==> src/rtl/snow64_bfloat16_vector_cast_from_int.sv <==
// Vector int-to-BFloat16 sequencer: feeds one integer element at a time to a
// scalar cast unit and packs the sixteen 16-bit results into a 256-bit vector.
module snow64_bfloat16_vector_cast_from_int (
  input  logic         clk,
  input  logic         rst_n,
  input  logic         in_start,
  input  logic [255:0] in_to_cast,
  input  logic [1:0]   in_int_type_size,
  input  logic         in_type_signedness,
  input  logic         in_upper_half,
  output logic         out_data_valid,
  output logic         out_can_accept_cmd,
  output logic [255:0] out_data,
  output logic         out_cast_start,
  output logic [63:0]  out_cast_to_cast,
  output logic [1:0]   out_cast_int_type_size,
  output logic         out_cast_type_signedness,
  input  logic         in_cast_data_valid,
  input  logic         in_cast_can_accept_cmd,
  input  logic [15:0]  in_cast_data
);

  typedef enum logic [1:0] {
    ST_IDLE,
    ST_ISSUE,
    ST_WAIT,
    ST_DONE
  } state_e;

  localparam logic [1:0] SIZE_8  = 2'd0;
  localparam logic [1:0] SIZE_16 = 2'd1;
  localparam logic [1:0] SIZE_32 = 2'd2;
  localparam logic [1:0] SIZE_64 = 2'd3;

  state_e       state_q, state_d;
  logic [255:0] vec_q, vec_d;
  logic [255:0] data_q, data_d;
  logic [1:0]   size_q, size_d;
  logic         signed_q, signed_d;
  logic         upper_q, upper_d;
  logic [3:0]   idx_q, idx_d;
  logic         seen_busy_q, seen_busy_d;

  logic [3:0]   last_idx;
  logic [63:0]  elem;
  logic         accept;

  always_comb begin
    unique case (size_q)
      SIZE_32: last_idx = 4'd7;
      SIZE_64: last_idx = 4'd3;
      default: last_idx = 4'd15;
    endcase
  end

  // Upper-half selection only shifts the byte window; wider types ignore it.
  always_comb begin
    elem = '0;
    unique case (size_q)
      SIZE_8:  elem[7:0]  = vec_q[{upper_q, idx_q, 3'b000} +: 8];
      SIZE_16: elem[15:0] = vec_q[{idx_q, 4'b0000} +: 16];
      SIZE_32: elem[31:0] = vec_q[{idx_q[2:0], 5'b00000} +: 32];
      SIZE_64: elem       = vec_q[{idx_q[1:0], 6'b000000} +: 64];
      default: elem       = '0;
    endcase
  end

  always_comb begin
    // NOTE: every signal written here gets a default first, so no path can
    // leave it unassigned and infer a latch.
    state_d            = state_q;
    vec_d              = vec_q;
    data_d             = data_q;
    size_d             = size_q;
    signed_d           = signed_q;
    upper_d            = upper_q;
    idx_d              = idx_q;
    seen_busy_d        = seen_busy_q;
    out_cast_start     = 1'b0;
    out_data_valid     = 1'b0;
    out_can_accept_cmd = 1'b0;

    unique case (state_q)
      ST_IDLE: begin
        out_can_accept_cmd = 1'b1;
      end
      ST_ISSUE: begin
        if (in_cast_can_accept_cmd) begin
          out_cast_start = 1'b1;
          seen_busy_d    = 1'b0;
          state_d        = ST_WAIT;
        end
      end
      ST_WAIT: begin
        // A result only counts after the unit was seen busy with our start,
        // so a valid left over from an earlier op is never taken.
        if (!in_cast_can_accept_cmd) begin
          seen_busy_d = 1'b1;
        end else if (seen_busy_q && in_cast_data_valid) begin
          data_d[{idx_q, 4'b0000} +: 16] = in_cast_data;
          idx_d   = idx_q + 4'd1;
          state_d = (idx_q == last_idx) ? ST_DONE : ST_ISSUE;
        end
      end
      ST_DONE: begin
        out_data_valid     = 1'b1;
        out_can_accept_cmd = 1'b1;
        state_d            = ST_IDLE;
      end
      default: state_d = ST_IDLE;
    endcase

    accept = in_start && out_can_accept_cmd;
    if (accept) begin
      vec_d    = in_to_cast;
      size_d   = in_int_type_size;
      signed_d = in_type_signedness;
      upper_d  = in_upper_half;
      data_d   = '0;
      idx_d    = '0;
      state_d  = ST_ISSUE;
    end
  end

  // NOTE: state registers use non-blocking assignments so every flop samples
  // the pre-edge values of the others.
  always_ff @(posedge clk or negedge rst_n) begin
    if (!rst_n) begin
      state_q     <= ST_IDLE;
      vec_q       <= '0;
      data_q      <= '0;
      size_q      <= '0;
      signed_q    <= 1'b0;
      upper_q     <= 1'b0;
      idx_q       <= '0;
      seen_busy_q <= 1'b0;
    end else begin
      state_q     <= state_d;
      vec_q       <= vec_d;
      data_q      <= data_d;
      size_q      <= size_d;
      signed_q    <= signed_d;
      upper_q     <= upper_d;
      idx_q       <= idx_d;
      seen_busy_q <= seen_busy_d;
    end
  end

  assign out_data                 = data_q;
  assign out_cast_to_cast         = elem;
  assign out_cast_int_type_size   = size_q;
  assign out_cast_type_signedness = signed_q;

endmodule

==> config.mk <==
export PLATFORM = sky130hd
export DESIGN_NAME = snow64_bfloat16_vector_cast_from_int
export DESIGN_NICKNAME = d
export VERILOG_FILES = /design/src/rtl/snow64_bfloat16_vector_cast_from_int.sv
export SDC_FILE = /design/constraint.sdc
export NUM_CORES = 1
export LEC_CHECK = 0
export BUFFER_PORTS_ARGS = -buffer_cell sky130_fd_sc_hd__buf_4
export CAP_MARGIN = 20
export CORE_AREA = 2 2 237 239
export CTS_CLUSTER_SIZE = 14
export DETAILED_ROUTE_END_ITERATION = 8
export DIE_AREA = 0 0 239 241
export GPL_ROUTABILITY_DRIVEN = 0
export PLACE_DENSITY = 0.78
export SLEW_MARGIN = 10
export SYNTH_ARGS = -nofsm -noshare
export SYNTH_HDL_FRONTEND = slang
export SYNTH_SLANG_ARGS = --single-unit
export TNS_END_PERCENT = 5
==> constraint.sdc <==
create_clock -name clk -period 5.5 [get_ports clk]
set_input_delay 1.375 -clock clk [delete_from_list [all_inputs] [get_ports clk]]
set_output_delay 1.375 -clock clk [all_outputs]
set_load 0.05 [all_outputs]
=== Yosys cells after proc, flatten, opt, wreduce, memory -nomap -nowiden ===
Index checks and enable logic that the tools add are counted.

* Register bits: 523
* Bits of input ports: 281
* Output and inout port bits: 326
* Logic and storage cells: 68

* Add/sub/neg operators: 2
* Equal/unequal tests: 12
* Shifts and indexed selects: 6
* Multiplexer cells: 27
* Reduce and logical (&&, ||, !) cells: 13

{| class="wikitable"
|+ Operators with widths
! operator !! number
|-
| $mux 256 || 4
|-
| $bwmux 256 || 1
|-
| $shift 16x10->256 const A || 1
|-
| $shiftx 16x10->256 || 1
|-
| $shiftx 256x9->16 || 1
|-
| $shiftx 256x9->32 || 1
|-
| $shiftx 256x9->64 || 1
|-
| $shiftx 256x9->8 || 1
|-
| $mux 32 || 1
|-
| $pmux 16 s2 || 1
|-
| $pmux 8 s4 || 1
|-
| $pmux 8 s3 || 1
|-
| $mux 4 || 4
|-
| $mux 2 || 5
|-
| $neg 8->10 || 1
|-
| $ne 3x3->1 const B || 3
|-
| $eq 2x2->1 const B || 4
|-
| $pmux 4 s2 || 1
|-
| $reduce_bool 2->1 || 4
|-
| $mux 1 || 6
|-
| $pmux 2 s3 || 1
|-
| $reduce_and 3->1 || 2
|-
| $add 4x1->4 const B || 1
|-
| $eq 2x1->1 const B || 2
|-
| other kinds (8) || 11
|}

=== Logic depth before layout (Yosys ltp) ===
Gate-level depths: netlist of run 1.

* Word-level depth: 8
* Gate-level depth with buffers: 12
* Mapped depth without buffers: 7

=== Least setup slack after synthesis of run 1 ===
OpenSTA, ideal clock, no wires.

* Kind: reg2out
* Start point: register idx_q[1]
* End point: output port out_cast_to_cast[11]
* Arrival time: 3.206 ns
* Data required time: 4.125 ns
* Slack: 0.919 ns
* Stages on the path, launching flop included: 9
* Path buffers: 4
* Cells stage by stage: dfrtp_1 > buf_4 > or2_2 > clkbuf_1 > buf_6 > buf_2 > o221ai_1 > a21oi_1 > o41ai_1

* Longest elaborated chain between the ends: 2
* Elaborated cells on any way between the ends: 4
* Those cells by class: shift: 3; mux: 1

{| class="wikitable"
|+ Ends and longest elaborated chain
! element !! RTL line !! RTL
|-
| start, declared || 41 || <nowiki>logic [3:0] idx_q, idx_d;</nowiki>
|-
| start signal, assigned || 144 || <nowiki>idx_q <= idx_d;</nowiki>
|-
| $shiftx 256x9->64 (tied with other cells) || 63 || <nowiki>SIZE_64: elem = vec_q[{idx_q[1:0], 6'b000000} +: 64];</nowiki>
|-
| $pmux 8 s3 (*) || 59 || <nowiki>unique case (size_q)</nowiki>
|-
| end, declared || 15 || <nowiki>output logic [63:0] out_cast_to_cast,</nowiki>
|}

Every way passes the cells marked *; elsewhere a longest branch is shown, timed or not.

=== Final worst setup path of run 1 ===
* Start point: register idx_q[2]
* End point: output port out_cast_to_cast[4]

* Longest elaborated chain between the ends: 2
* Elaborated cells on any way between the ends: 4
* Those cells by class: shift: 3; mux: 1

{| class="wikitable"
|+ Ends and longest elaborated chain
! element !! RTL line !! RTL
|-
| $shiftx 256x9->32 (tied with other cells) || 62 || <nowiki>SIZE_32: elem[31:0] = vec_q[{idx_q[2:0], 5'b00000} +: 32];</nowiki>
|-
| $pmux 8 s4 (*) || 59 ||
|}

Marks and branches as above.

==> flow_metrics.env, run 1 <==
export IMPL_status="finished clean"
export IMPL_initial_core_util=0.531
export IMPL_min_delay_path_depth=2
export IMPL_worst_pin_slew_ps=1080
export IMPL_fin_nets=3766
export IMPL_grt_pass1_wl_um=163000
export IMPL_maxCapViolCount=0
export IMPL_ys_types=64
export IMPL_clk_pin_slew_ps=60
export IMPL_cp_slowest_stage_delay_ps=950
export IMPL_synth_area_leader_cell="dfrtp_1"
export IMPL_ir_worst_vdd_v=0.000452
export IMPL_fmax_mhz=194
export IMPL_hold_viol_final=0
export IMPL_crit_type="flip-flop to output pin"
export IMPL_synth_nets=3296
export IMPL_r2r_end="out_data[61]$_DFFE_PN0P_"
export IMPL_cts_hold_buffers=0
export IMPL_grt_overflow_total=0
export IMPL_numPlacedInstances=4124
export IMPL_rsz0062_at_grt="no"
export IMPL_yosysWarnings=0
export IMPL_dpl_instance_area_um2=34000
export IMPL_hold_path_startpoint="out_data[25]$_DFFE_PN0P_"
export IMPL_worstSetupEndpointType="output pin"
export IMPL_top_layer="met5"
export IMPL_crit_family="simple AND/OR/NAND/NOR gates"
export IMPL_p_leak_nw=17.4
export IMPL_tns_ps=0
export IMPL_clock_latency_ps=650
export IMPL_io_pins=607
export IMPL_ctsLongestPathBuffers=3
export IMPL_drive_gt1_frac=0.278
export IMPL_synthCells=3008
export IMPL_cp_required_ps=4120
export IMPL_wl_met1_um=41400
export IMPL_rr_worst_depth=8
export IMPL_first_pass_iters=6
export IMPL_yosys_register_bits=523
export IMPL_ctsResizeCount=0
export IMPL_grt_pass1_vias=25200
export IMPL_cts_made_buffers=55
export IMPL_cts_root_buffer_cell="clkbuf_16"
export IMPL_n_fill_cell=4386
export IMPL_dp_hpwl_um=81000
export IMPL_die_w_um=239
export IMPL_fin_cells=4235
export IMPL_cpMostUsedCell="buf_4"
export IMPL_cts_tree="yes"
export IMPL_crit_fanout=46
export IMPL_drt_initial_drc_count=3534
export IMPL_syn_to_final_growth_pct=23.6
export IMPL_wl_met3_um=15500
export IMPL_yosysSeqAreaShare=0.449
export IMPL_syn_avg_cell_area_um2=9.69
export IMPL_postRouteAntennaNets=0
export IMPL_whs_endpoint="out_data[25]$_DFFE_PN0P_"
export IMPL_cp_slowest_cell="or2_2"
export IMPL_slew_headroom=0.278
export IMPL_htree_levels=2
export IMPL_fin_area_um2=36000
export IMPL_hp_class="flip-flop to flip-flop"
export IMPL_synth_cell_area_um2=29100
export IMPL_cellPowerDensity_nw_per_um2=579
export IMPL_worst_r2r_setup_slack_ps=1580
export IMPL_holdWs_ps=480
export IMPL_setup_worst_path_start_class="flip-flop"
export IMPL_yosys_area_top_type_share=0.449
export IMPL_drc=0
export IMPL_vias=26700
export IMPL_avgViaCountPerCell=6.31
export IMPL_fin_crit_sh=0.937
export IMPL_wl_met2_um=47900
export IMPL_yosysMostFrequentCell="nand2_1"
export IMPL_wl_per_cell_um=26.6
export IMPL_finalPower_mw=20.9
export IMPL_grt_util_all_layers=0.385
export IMPL_finalWirelength_um=113000
export IMPL_worstPathArrival_ps=3780
export IMPL_io_buffers=606
export IMPL_path_buf_inv=2
export IMPL_setup_viol=0
export IMPL_die_h_um=241
export IMPL_cts_sinks=523
export IMPL_dominantRegCellSynth="dfrtp_1"
export IMPL_clock_skew_ps=42.7
export IMPL_cts_setup_buffers=0
export IMPL_period_needed_ps=5150
export IMPL_coreArea_um2=54900
export IMPL_async_flop_share=1.00
export IMPL_netlist_top_cells_count="nand2_1, dfrtp_1, mux2i_1"
export IMPL_slew_violations=0
export IMPL_antenna_found_initial=11
export IMPL_die_area_um2=57600
export IMPL_synth_edf_count=0
export IMPL_crit_chain="or2_2 > buf_4 > o22ai_1 > a211oi_1 > nor3_1 > o22a_1 > buf_4"
export IMPL_rows=86
export IMPL_grt_max_degree=169
export IMPL_r2r_start="idx_q[1]$_DFFE_PN0P_"
export IMPL_synth_area_top_cells="dfrtp_1, nand2_1, mux4_2, mux2i_1, o21ai_0"
metrics by stage:
step	setup slack [ps]	util
after floorplan	919	-
after global placement	1160	0.619
after detailed placement	1130	0.619
after CTS	435	0.656
after global routing	223	0.657
final	349	0.657
cells in the final DEF (no fill, tap or decap), drive strengths merged, types with 4 or more instances in the layout:
cell / netlist / final
xnor2: 4 / 4
nor2b: 6 / 6
and2: 31 / 31
nor2: 83 / 83
clkbuf: 131 / 69
o22a: 8 / 8
a21oi: 89 / 89
mux4: 185 / 185
nand2: 1122 / 1122
dfrtp: 523 / 523
a211oi: 36 / 36
bufinv: 0 / 10
o22ai: 34 / 34
o41ai: 4 / 4
o211ai: 4 / 4
diode: 0 / 8
mux2i: 230 / 230
nor3: 23 / 23
a211o: 5 / 5
nand3: 55 / 55
mux2: 9 / 9
nand4: 5 / 5
clkinvlp: 0 / 5
clkinv: 2 / 20
a31oi: 8 / 8
inv: 43 / 43
nand2b: 8 / 8
o221ai: 34 / 34
buf: 115 / 659
o21ai: 171 / 171
ha: 7 / 7
flip-flops by register name, summed over array words and instances (netlist names):
register	cells
out_data	256
vec_q	256
idx_q	4
out_cast_int_type_size	2
state_q	2
out_cast_type_signedness	1
seen_busy_q	1
upper_q	1
layer usage:
layer,GRT usage,up-vias
met5,0,-
met4,0.230,4
met3,0.128,462
met2,0.547,2045
met1,0.514,12900
li1,-,11300
how the worst max path moves through the flow:
stage | startpoint | to | depth (start not counted)
floorplan | idx_q[1]$_DFFE_PN0P_ | out_cast_to_cast[11] | 8
global placement | idx_q[0]$_DFFE_PN0P_ | out_cast_to_cast[2] | 8
finish | idx_q[2]$_DFFE_PN0P_ | out_cast_to_cast[4] | 7
global route | idx_q[2]$_DFFE_PN0P_ | out_cast_to_cast[4] | 7
detailed placement | idx_q[0]$_DFFE_PN0P_ | out_cast_to_cast[13] | 7
CTS | idx_q[0]$_DFFE_PN0P_ | out_cast_to_cast[13] | 7
logic make-up (layout without fill, tap and decap cells):
kind of cell / count (synthesis) / after routing / synth area share
and+or+nand+nor: 1347 / 1347 / 0.185
DFF: 523 / 523 / 0.449
muxes: 424 / 424 / 0.225
AOI/OAI and AO/OA: 411 / 411 / 0.0865
buffers and inverters: 291 / 806 / 0.0492
adders and majority gates: 7 / 7 / 0.00300
xor gates and xnor gates: 5 / 5 / 0.00150
other: 0 / 8 / 0
cell type report:
cell class	count	area, um2	area share
clock buffers	69	1500	0.0416
repair buffers	659	5170	0.144
well taps	704	881	0.0244
diodes	8	20.0	0.000556
inverters	45	169	0.00469
multi-input cells	2194	14700	0.408
flip-flops and latches	523	13100	0.363
clock inverters	33	504	0.0140
worst min-delay path: stages (launching register included):
cell and delay, ps:
dfrtp_1 340, nand2_1 50, o21ai_0 60
report_power, final:
part / internal [mW] / switching, mW / total, mW
registers: 4.85 / 2.29 / 7.14
logic: 3.89 / 5.76 / 9.65
clock network: 2.42 / 1.67 / 4.09
total: 11.2 / 9.72 / 20.9
Note: power is estimated with default switching activity, not from simulation.
==> run 2: changes to the inputs <==
--- a/config.mk
+++ b/config.mk
@@ -7,12 +7,15 @@
 export LEC_CHECK = 0
 export BUFFER_PORTS_ARGS = -buffer_cell sky130_fd_sc_hd__buf_4
 export CAP_MARGIN = 20
-export CORE_AREA = 2 2 237 239
+export CELL_PAD_IN_SITES_DETAIL_PLACEMENT = 0
+export CELL_PAD_IN_SITES_GLOBAL_PLACEMENT = 1
+export CORE_ASPECT_RATIO = 1.5
+export CORE_MARGIN = 2
+export CORE_UTILIZATION = 46
 export CTS_CLUSTER_SIZE = 14
 export DETAILED_ROUTE_END_ITERATION = 8
-export DIE_AREA = 0 0 239 241
 export GPL_ROUTABILITY_DRIVEN = 0
-export PLACE_DENSITY = 0.78
+export PLACE_DENSITY_LB_ADDON = 0.1
 export SLEW_MARGIN = 10
 export SYNTH_ARGS = -nofsm -noshare
 export SYNTH_HDL_FRONTEND = slang
==> run 2 against run 1 <==
  * Via count fell by 1.3%
  * Die area rose by 14%
  * Routed wire length grew 11%
  * Sequential share of layout area up 0.16 points
  * Flip-flop and latch count did not move
  * Clock power fell by 8.1%
  * Power hardly changed
  * Critical path depth shrank 1
  * Largest power group unchanged
==> flow_metrics.env, run 2 (synthesis gave the netlist of run 1 again) <==
export IMPL_status="finished clean"
export IMPL_cp_slowest_cell="dfrtp_4"
export IMPL_crit_type="flip-flop to output pin"
export IMPL_final_cell_mix="nand2_1, buf_4, dfrtp_1"
export IMPL_maxCapViolCount=0
export IMPL_dp_hpwl_um=91700
export IMPL_p_leak_nw=17.3
export IMPL_use_met3=0.0757
export IMPL_fin_crit_sh=0.915
export IMPL_fmax_mhz=199
export IMPL_rows=113
export IMPL_clock_latency_ps=640
export IMPL_finalWirelength_um=125000
export IMPL_utilization=0.569
export IMPL_grt_use_met1=0.427
export IMPL_io_pins=607
export IMPL_htree_levels=2
export IMPL_ctsLongestPathBuffers=3
export IMPL_tns_ps=0
export IMPL_cts_sinks=523
export IMPL_syn_to_final_growth_pct=23.1
export IMPL_grt_pass1_vias=26300
export IMPL_drc=0
export IMPL_pwr_share_clk=0.180
export IMPL_setup_viol=0
export IMPL_worst_pin_slew_ps=1080
export IMPL_antenna_found_initial=3
export IMPL_die_h_um=312
export IMPL_avgViaCountPerCell=6.08
export IMPL_cts_tree="yes"
export IMPL_cellPowerDensity_nw_per_um2=582
export IMPL_clk_pin_slew_ps=60
export IMPL_vias=26400
export IMPL_worst_r2r_setup_slack_ps=1720
export IMPL_drive_gt1_frac=0.279
export IMPL_power_switching_mw=10.1
export IMPL_die_area_um2=65400
export IMPL_layout_commonest_cell="nand2_1"
export IMPL_rsz0062_at_grt="no"
export IMPL_grt_pass1_wl_um=180000
export IMPL_slew_violations=0
export IMPL_setup_worst_path_start_class="flip-flop"
export IMPL_p_int_mw=10.8
export IMPL_busiest_layer="met2"
export IMPL_coreArea_um2=63100
export IMPL_hp_class="flip-flop to flip-flop"
export IMPL_first_pass_iters=6
export IMPL_crit_chain="buf_4 > mux4_2 > a211oi_1 > nor3_1 > o22a_1 > buf_4"
export IMPL_drt_initial_drc_count=2709
export IMPL_clock_skew_ps=17.9
export IMPL_cts_hold_buffers=0
export IMPL_comb_power_share=0.468
export IMPL_cts_setup_buffers=0
export IMPL_worstPathArrival_ps=3660
export IMPL_wl_per_cell_um=28.8
export IMPL_ctsResizeCount=0
export IMPL_die_w_um=210
export IMPL_postRouteAntennaNets=0
export IMPL_slew_headroom=0.281
export IMPL_period_needed_ps=5040
export IMPL_hold_viol_final=0
export IMPL_cts_root_buffer_cell="clkbuf_16"
export IMPL_crit_fanout=47
export IMPL_io_buffers=606
export IMPL_met2_usage=0.636
export IMPL_cp_required_ps=4120
export IMPL_worstSetupEndpointType="output pin"
export IMPL_netSwitchingFraction=0.482
export IMPL_p_seq_frac=0.352
export IMPL_grt_overflow_total=0
export IMPL_cp_slowest_stage_delay_ps=880
export IMPL_fin_nets=3772
export IMPL_initial_core_util=0.462
export IMPL_cpMostUsedCell="buf_4"
export IMPL_cts_made_buffers=52
export IMPL_grt_max_degree=148
export IMPL_ir_worst_vdd_v=0.000492
export IMPL_grt_util_all_layers=0.380
-- run 2: path summary, 6_finish.rpt --
check,end,depth (start not counted),startpoint
setup / recovery,out_cast_to_cast[0],6,idx_q[0]$_DFFE_PN0P_
hold / removal,out_data[23]$_DFFE_PN0P_,2,out_data[23]$_DFFE_PN0P_
setup reg to reg,out_data[53]$_DFFE_PN0P_,9,idx_q[1]$_DFFE_PN0P_
hold reg to reg,out_data[23]$_DFFE_PN0P_,2,out_data[23]$_DFFE_PN0P_
max in group asynchronous,vec_q[86]$_DFFE_PN0P_,2,rst_n
min in group asynchronous,out_data[23]$_DFFE_PN0P_,1,rst_n
-- run 2: layout make-up --
class                   instances  area, um2
fillers                      5780      27200
multi-input cells            2194      14700
flip-flops and latches        523      13100
repair buffers                668       5110
clock buffers                  78       1580
well taps                     805       1010
clock inverters                19        211
inverters                      45        169
diodes                          3       7.51
-- run 2: metrics by stage --
stage	instances	worst slack (ps)	cell area, um2	hold slack, ps	power [mW]
finish	4335	465	35900	482	20.9
global route	4334	273	35900	507	21.7
CTS	4329	448	35800	485	20.6
detailed placement	4232	1140	34000	468	16.8
global placement	4230	1190	34000	462	16.6
floorplan	3008	919	29100	481	13.1
-- run 2: metal layers --
layer | vias to the layer above | part of all wire
li1 | 11400 | -
met1 | 13000 | 0.34
met2 | 1606 | 0.48
met3 | 463 | 0.081
met4 | 0 | 0.096
met5 | - | 0
-- run 2: power groups by stage --
stage	clock, mW	combinational, mW	sequential [mW]
floorplan	0	7.15	5.92
global placement	0	9.46	7.10
CTS	3.80	9.68	7.09
detailed placement	0	9.63	7.16
global route	3.94	10.5	7.26
finish	3.76	9.77	7.35
-- run 2: worst max-delay path: cells and delay by family (launching register included) --
family | cells | cell delay, ps
AOI/OAI and AO/OA | 2 | 600
muxes | 1 | 580
buffers and inverters | 2 | 820
DFF | 1 | 880
and+or+nand+nor | 1 | 120
